`src/rtl/regfile_write_queue.sv`:
```
// -----------------------------------------------------------------------------
// regfile_write_queue
//
// Purpose
//   In-order buffer for register-file write requests coming from producers
//   that can finish in the same cycle (ALU writeback, multdiv, memory). The
//   queue drains at most one entry per cycle into a registered write port,
//   so the register file sees a single write strobe per cycle.
//
// Ports
//   clk       rising-edge clock
//   clr       synchronous, active-high reset (priority over push and pop)
//   wq_valid  producer request valid
//   wq_ready  queue can accept (equals !full)
//   wq_addr   destination register index (index 0 is accepted and dropped)
//   wq_data   write data
//   rf_stall  hold the queue head this cycle, no drain
//   rf_we     registered one-cycle write strobe to the register file
//   rf_addr   registered write index (held while rf_we is low)
//   rf_data   registered write data  (held while rf_we is low)
//   full      count == DEPTH
//   empty     count == 0
//   count     entries queued, the output register excluded
//   fwd_addr  forwarding lookup index
//   fwd_hit   a pending write to fwd_addr exists
//   fwd_data  data of the newest pending write to fwd_addr
//
// Configuration
//   REGWQ_FORWARD_EN  when defined, fwd_hit/fwd_data search the queued entries
//                     (newest first) and then the output register while rf_we
//                     is high. When undefined the forwarding ports are tied to
//                     zero and no compare logic exists.
// -----------------------------------------------------------------------------
module regfile_write_queue #(
    parameter int DEPTH  = 4,
    parameter int ADDR_W = 5,
    parameter int DATA_W = 32
) (
    input  logic                       clk,
    input  logic                       clr,
    input  logic                       wq_valid,
    output logic                       wq_ready,
    input  logic [ADDR_W-1:0]          wq_addr,
    input  logic [DATA_W-1:0]          wq_data,
    input  logic                       rf_stall,
    output logic                       rf_we,
    output logic [ADDR_W-1:0]          rf_addr,
    output logic [DATA_W-1:0]          rf_data,
    output logic                       full,
    output logic                       empty,
    output logic [$clog2(DEPTH+1)-1:0] count,
    input  logic [ADDR_W-1:0]          fwd_addr,
    output logic                       fwd_hit,
    output logic [DATA_W-1:0]          fwd_data
);

    localparam int PTR_W = $clog2(DEPTH);
    localparam int CNT_W = $clog2(DEPTH+1);

    // Storage holds data only; it is never reset because validity is
    // defined entirely by rd_ptr/count.
    logic [ADDR_W-1:0] mem_addr [DEPTH];
    logic [DATA_W-1:0] mem_data [DEPTH];

    logic [PTR_W-1:0]  wr_ptr;
    logic [PTR_W-1:0]  rd_ptr;
    logic [CNT_W-1:0]  cnt_q;

    logic push_acc;
    logic push_en;
    logic pop_en;

    // full/empty come from the occupancy counter: with natural pointer wrap,
    // rd_ptr == wr_ptr is ambiguous between the two.
    assign full     = (cnt_q == CNT_W'(DEPTH));
    assign empty    = (cnt_q == '0);
    assign count    = cnt_q;
    assign wq_ready = !full;

    // A request to r0 completes the handshake but stores nothing.
    assign push_acc = wq_valid && wq_ready;
    assign push_en  = push_acc && (wq_addr != '0);

    // Pop decision uses the current occupancy, so an entry pushed into an
    // empty queue is only drained on the following edge (no bypass).
    assign pop_en   = !empty && !rf_stall;

    // ---- queue write stage ----
    always_ff @(posedge clk) begin
        if (push_en && !clr) begin
            mem_addr[wr_ptr] <= wq_addr;
            mem_data[wr_ptr] <= wq_data;
        end
    end

    always_ff @(posedge clk) begin
        if (clr) begin
            wr_ptr <= '0;
            rd_ptr <= '0;
            cnt_q  <= '0;
        end else begin
            if (push_en) begin
                wr_ptr <= wr_ptr + 1'b1;
            end
            if (pop_en) begin
                rd_ptr <= rd_ptr + 1'b1;
            end
            case ({push_en, pop_en})
                2'b10:   cnt_q <= cnt_q + 1'b1;
                2'b01:   cnt_q <= cnt_q - 1'b1;
                default: cnt_q <= cnt_q;
            endcase
        end
    end

    // ---- output register stage ----
    // rf_addr/rf_data hold their last value while rf_we is low.
    always_ff @(posedge clk) begin
        if (clr) begin
            rf_we   <= 1'b0;
            rf_addr <= '0;
            rf_data <= '0;
        end else if (pop_en) begin
            rf_we   <= 1'b1;
            rf_addr <= mem_addr[rd_ptr];
            rf_data <= mem_data[rd_ptr];
        end else begin
            rf_we   <= 1'b0;
        end
    end

`ifdef REGWQ_FORWARD_EN
    // Priority, lowest first: output register, then queue entries from
    // oldest to newest, so the last match found is the newest write.
    always_comb begin
        logic [PTR_W-1:0] idx;
        fwd_hit  = 1'b0;
        fwd_data = '0;
        idx      = '0;
        if (rf_we && (rf_addr == fwd_addr)) begin
            fwd_hit  = 1'b1;
            fwd_data = rf_data;
        end
        for (int i = 0; i < DEPTH; i++) begin
            idx = rd_ptr + PTR_W'(i);
            if ((CNT_W'(i) < cnt_q) && (mem_addr[idx] == fwd_addr)) begin
                fwd_hit  = 1'b1;
                fwd_data = mem_data[idx];
            end
        end
        // r0 never has a pending value.
        if (fwd_addr == '0) begin
            fwd_hit  = 1'b0;
            fwd_data = '0;
        end
    end
`else
    logic unused_fwd_addr;
    assign unused_fwd_addr = ^fwd_addr;
    assign fwd_hit         = 1'b0;
    assign fwd_data        = '0;
`endif

endmodule

```
`config.mk`:
```
export PLATFORM = sky130hd
export DESIGN_NAME = regfile_write_queue
export DESIGN_NICKNAME = d
export VERILOG_FILES = /design/src/rtl/regfile_write_queue.sv
export SDC_FILE = /design/constraint.sdc
export NUM_CORES = 1
export LEC_CHECK = 0
export CAP_MARGIN = 20
export CORE_MARGIN = 5
export CORE_UTILIZATION = 47
export DETAILED_ROUTE_END_ITERATION = 7
export PLACE_DENSITY = 0.72
export REMOVE_ABC_BUFFERS = 1
export SLEW_MARGIN = 40
export SYNTH_ARGS = -nofsm -noshare
export SYNTH_HDL_FRONTEND = slang
export SYNTH_SLANG_ARGS = --single-unit
```
`constraint.sdc`:
```
create_clock -name clk -period 4.9 [get_ports clk]
set_clock_uncertainty 0.15 [all_clocks]
set_input_delay 0.98 -clock clk [delete_from_list [all_inputs] [get_ports clk]]
set_output_delay 0.98 -clock clk [all_outputs]
set_load 0.005 [all_outputs]
```
==> summary.md, run 1 <==
| Metric | Value |
|---|---|
| RSZ-0062 raised after global routing | `no` |
| Multiplexer share of the synthesized area | `11.9%` |
| Most common cell after layout, fill and taps aside | `edfxtp_1` |
| Area added between synthesis and finish | `22.6%` |
| Largest net degree at the start of global routing | `40` |
| Maximum VDD drop | `282 uV` |
| Top cell by count, worst path | `inv_1` |
| Via/cell ratio | `5.23` |
| Crit end category | `register` |
| Critical path class | `in2reg` |
| Site row count | `45` |
| Worst EP arrival | `3.81 ns` |
| CP Max Fanout | `5` |
| Clock latency on the worst-skew pair | `0.43 ns` |
| Flops & latches, synth | `193` |
| # clock sinks | `193` |
| Post-route DRC violation count | `0` |
| Number of DRC markers in iteration 0 | `227` |
| Die W | `134 um` |
| Slowest stage delay, CP | `0.54 ns` |
| Dpl hpwl | `7620 um` |
| Hold WS | `0.326 ns` |
| Compound-Gate Fraction of Synth Area | `5.44%` |
| Synth cell types | `30` |
| Global-route usage over all layers | `14.9%` |
| Adder-Cell Fraction of Synth Area | `1.14%` |
| Setup slack at placement | `0.836 ns` |
| Static leakage | `3.00 nW` |
| Relative slew slack | `49.0%` |
| Drt total wl | `12,800 um` |
| Simple-gate share of the synthesized area | `1.65%` |
| Crit-path cells | `clkdlybuf4s50_1 > or4_1 > o211a_1 > inv_1 > ha_1 > inv_1 > fa_1 > xor2_1 > or3_1 > a21oi_1` |
| Total die area | `0.0180 sq mm` |
| Final nets | `514` |
| Max Cap Viol | `0` |
| Wire per inst | `19.3 um` |
| Final worst path period share | `73.8%` |
| Initial antenna violation count | `0` |
| Global-route wire length before repair | `20,000 um` |
| Root buf cell | `clkbuf_16` |
| CP required | `5.09 ns` |
| Post-Synthesis Cell Area | `0.00723 sq mm` |
| Slew Viols, Final | `0` |
| Fin. Hold Viols | `0` |
| Hold_buf cts | `0` |
| 1st-pass router iterations | `4` |
| Placed Instances | `631` |
| Total number of vias | `3,466` |
| FILL cells | `1,133` |
| F_max | `277 MHz` |
| Sequential-to-total area share from yosys stat | `74.0%` |
| IO buf count | `84` |
| Setup tns final | `0 ns` |
| Die Ht | `134 um` |
| Most frequent cells in the layout | `edfxtp_1, clkdlybuf4s50_1, dfxtp_1` |
| Synth Warn # | `0` |
| Post-CTS Setup Inserts | `0` |
| Final GP Congestion | `0.743` |
| Synthesized area per cell | `19.7 sq um` |
| Number of H-tree levels | `4` |
| Top FF cell, synth | `edfxtp_1` |
| Post-synth EDFFs | `148` |
| Hold Path Class | `reg2reg` |
| Synth Instances | `367` |
| Core area | `0.0151 sq mm` |
| Post-route ant nets | `0` |
| Synth async-reset ratio | `0%` |
| Status | `complete, no violations` |
| Maximum root-to-sink buffer count | `2` |
| Initial Util | `47.7%` |
| Clk pin slew, worst setup/hold paths | `0.06 ns` |
| Vias in the first global route | `3,687` |
| CTS tree | `yes` |
| Fin crit period | `3.61 ns` |
| Synth Area in XOR/XNOR | `0.242%` |
| Total CTS buffers | `17` |
| Slowest stage cell, crit path | `or4_1` |
| Final Core Density | `58.5%` |
| GRT overflow | `0` |
| Layout cell share with drive strength beyond 1 | `18.7%` |
| # diodes | `0` |
| Largest family of logic cells by synthesized area | `multiplexers` |
| I/O pin cnt | `123` |
| Non-Filler Instances | `663` |
| Post-CTS Resized | `0` |
| Final WS setup | `1.29 ns` |
| Slew @ Worst Pin | `0.762 ns` |
| PwrDens | `504 mW/mm^2` |
| Startpoint Class | `input pin` |
| Final setup fails | `0` |
==> worst paths after layout <==
kind                    start          end  slack [ns]  depth (start not counted)
hold / removal    rf_data[28]  rf_data[28]        0.33                          1
setup / recovery   wq_addr[3]     count[2]        1.29                         10
setup reg to reg     count[2]     count[2]        2.07                          9
hold reg to reg   rf_data[28]  rf_data[28]        0.33                          1
==> logic make-up after synthesis <==
| logic type | after synthesis |
|---|---|
| AO/OA/AOI/OAI | 46 |
| flip-flops | 193 |
| other | 1 |
| AND/OR/NAND/NOR | 19 |
| buffers and inverters | 61 |
| multiplexers | 39 |
| adder cells (fa/ha/maj) | 6 |
| XOR/XNOR | 2 |
==> layer usage <==
metal	up-vias	track usage, %	share of wire [%]
li1	1584	-	-
met1	1742	18.7	44
met2	121	24.1	48
met3	19	5.21	6.8
met4	0	5.49	1.4
met5	-	0	0
==> final cells by class <==
type	count	area [sq um]	area share [%]
flip-flops and latches	193	5350	60.4
multi-input cells	145	1620	18.3
repair buffers	95	936	10.6
clock buffers	21	440	4.97
well taps	188	235	2.66
clock inverters	11	234	2.64
inverters	10	37.5	0.424
==> worst max-delay path: cells and delay by family <==
family / cells / cell delay [ns]
buffers and inverters: 3 / 0.77
and+or+nand+nor: 2 / 0.86
AOI/OAI and AO/OA: 2 / 0.42
xor gates and xnor gates: 1 / 0.16
adders and majority gates: 2 / 0.61
==> cell usage after synthesis (all sizes together) (2+ instances only) <==
cell type	count	area, sq um
edfxtp	148	4440
buf	46	350
dfxtp	45	901
a22o	37	324
mux4	37	833
inv	10	37.5
nor2	7	26.3
clkbuf	5	18.8
ha	5	62.6
a21oi	4	31.3
nor3b	4	30.0
or3	3	23.8
nand2b	2	12.5
o21ai	2	10.0
xor2	2	17.5
==> stage by stage <==
step | area (sq um) | total power, mW
floorplan | 6980 | 2.53
finish | 8860 | 4.46
global placement | 8160 | 2.91
detailed placement | 8180 | 2.95
CTS | 8860 | 4.52
global route | 8860 | 4.66
==> flip-flops by register name, indices dropped and copies added, names as in the netlist <==
register,flops
wr_ptr,2
count,3
rf_addr,5
mem_data,128
mem_addr,20
rd_ptr,2
rf_data,32
rf_we,1
==> report_power, final <==
group          switching (mW)  internal, mW
clock                   0.560          1.01
sequential              0.127          1.93
combinational           0.338         0.499
total                    1.02          3.44
No activity file was read; power rests on OpenSTA's default activity.
==> run 2: changes to the inputs <==
==> constraint.sdc (replaced) <==
create_clock -name clk -period 3.3 [get_ports clk]
set_clock_uncertainty 0.15 [all_clocks]
set_input_delay 0.66 -clock clk [delete_from_list [all_inputs] [get_ports clk]]
set_output_delay 0.66 -clock clk [all_outputs]
set_load 0.005 [all_outputs]
==> run 2 against run 1 <==
Against the previous run: clock power is 32% higher; critical path depth stayed put; combinational power is 53% higher; utilization hardly changed; register-to-register slack worse by 1.3 ns; power is 44% higher; via count is 2.6% higher.
==> summary.md, run 2 (synthesis gave the netlist of run 1 again) <==
| Metric | Value |
|---|---|
| Status | `complete, no violations` |
| Post-CTS Setup Inserts | `0` |
| Post-route ant nets | `0` |
| Total number of vias | `3,557` |
| Total CTS buffers | `17` |
| Largest regs | `mem_data (128), rf_data (32), mem_addr (20)` |
| Static leakage | `3.00 nW` |
| Critical path class | `in2reg` |
| R2r startpoint | `count[2]` |
| Final worst path period share | `89.6%` |
| Initial Util | `47.7%` |
| Setup slack at placement | `-0.0895 ns` |
| # diodes | `0` |
| Root buf cell | `clkbuf_16` |
| Worst EP arrival | `3.15 ns` |
| Final GP Congestion | `0.710` |
| Slew @ Worst Pin | `0.771 ns` |
| Maximum root-to-sink buffer count | `2` |
| Via/cell ratio | `5.29` |
| I/O pin cnt | `123` |
| Layout cell share with drive strength beyond 1 | `20.0%` |
| Non-Filler Instances | `672` |
| Number of DRC markers in iteration 0 | `185` |
| Core area | `0.0151 sq mm` |
| RR Endpoint | `count[2]` |
| Most flop-heavy register | `mem_data` |
| Dpl hpwl | `8210 um` |
| Total die area | `0.0180 sq mm` |
| Global-route usage over all layers | `15.4%` |
| RSZ-0062 raised after global routing | `no` |
| Placed Instances | `639` |
| Final WS setup | `0.345 ns` |
| IO buf count | `84` |
| Fin area | `0.00885 sq mm` |
| Relative slew slack | `48.4%` |
| Hold Path Class | `reg2reg` |
| CP Max Fanout | `2` |
| R2r setup slk | `0.72 ns` |
| Hold_buf cts | `0` |
| Global-route wire length before repair | `20,700 um` |
| Number of flip-flops in the largest register | `128` |
| Largest net degree at the start of global routing | `42` |
| Hold WS | `0.327 ns` |
| # clock sinks | `193` |
| CP required | `3.50 ns` |
| Most common cell after layout, fill and taps aside | `edfxtp_1` |
| Drt total wl | `13,200 um` |
| GRT overflow | `0` |
| DP Area | `0.00823 sq mm` |
| Hold endpoint | `rf_data[7]` |
| Post-CTS Resized | `0` |
| Site row count | `45` |
| Hold path start | `rf_data[7]` |
| Clk pin slew, worst setup/hold paths | `0.07 ns` |
| Slew Viols, Final | `0` |
| Vias in the first global route | `3,835` |
| FILL cells | `1,136` |
| Final Core Density | `58.4%` |
| Setup tns final | `0 ns` |
| Die W | `134 um` |
| Final setup fails | `0` |
| Initial antenna violation count | `0` |
| Area added between synthesis and finish | `22.5%` |
| F_max | `338 MHz` |
| Reg2Reg Depth | `9` |
| Wire per inst | `19.6 um` |
| Hold path cells | `1` |
| Final nets | `523` |
| Clock latency on the worst-skew pair | `0.43 ns` |
| Max Cap Viol | `0` |
| PwrDens | `725 mW/mm^2` |
| Fin crit period | `2.96 ns` |
| Maximum VDD drop | `404 uV` |
| Crit end category | `register` |
| Die Ht | `134 um` |
| Fin. Hold Viols | `0` |
| Power Total | `6.41 mW` |
| Startpoint Class | `input pin` |
| Most frequent cells in the layout | `edfxtp_1, clkdlybuf4s50_1, dfxtp_1` |
| 1st-pass router iterations | `4` |
| CTS tree | `yes` |
| Post-route DRC violation count | `0` |
| Number of H-tree levels | `4` |
[run 2: cell count changes in the layout (fill, tap and decap cells not counted), sizes merged]
| cell | previous run | this run |
|---|---|---|
| buf | 11 | 20 |
| clkbuf | 21 | 18 |
| clkinvlp | 0 | 2 |
| clkinv | 4 | 8 |
| bufinv | 7 | 4 |
[run 2: layout make-up]
cell class / instances / area (sq um) / share of cell area (%)
Multi-Input combinational cell: 145 / 1620 / 18.3
Timing Repair Buffer: 104 / 1000 / 11.3
Tap cell: 188 / 235 / 2.66
Sequential cell: 193 / 5350 / 60.5
Inverter: 10 / 37.5 / 0.424
Clock buffer: 18 / 429 / 4.85
Clock inverter: 14 / 170 / 1.92
[run 2: metal layers]
metal / up-vias / wire (um) / track usage (%)
met4: 0 / 189 / 5.31
met3: 14 / 782 / 4.88
li1: 1609 / - / -
met1: 1822 / 5740 / 18.7
met2: 112 / 6480 / 26.3
met5: - / 0 / 0
[run 2: report_power, final]
part	leakage, nW	switching (mW)	internal, mW
registers	1.71	0.186	2.87
clock network	0.289	0.821	1.25
logic	1.00	0.527	0.758
total	3.00	1.53	4.88
[run 2: worst max-delay path: stages]
cell and delay (ns):
clkdlybuf4s50_1 0.43, or4_1 0.52, o211a_1 0.23, inv_1 0.09, ha_1 0.17, inv_1 0.06, fa_1 0.38, xor2_1 0.17
or3_1 0.31, a21oi_1 0.14
[run 2: worst max path at each step]
stage	from	to	slack [ns]
2_1_floorplan	wq_addr[3]	mem_addr[1][0]	-1.14
3_3_place_gp	wq_addr[0]	count[2]	-0.02
3_5_place_dp	wq_addr[3]	count[2]	-0.09
4_1_cts	wq_addr[3]	count[2]	0.35
5_1_grt	wq_addr[3]	count[2]	0.22
6_report	wq_addr[3]	count[2]	0.34
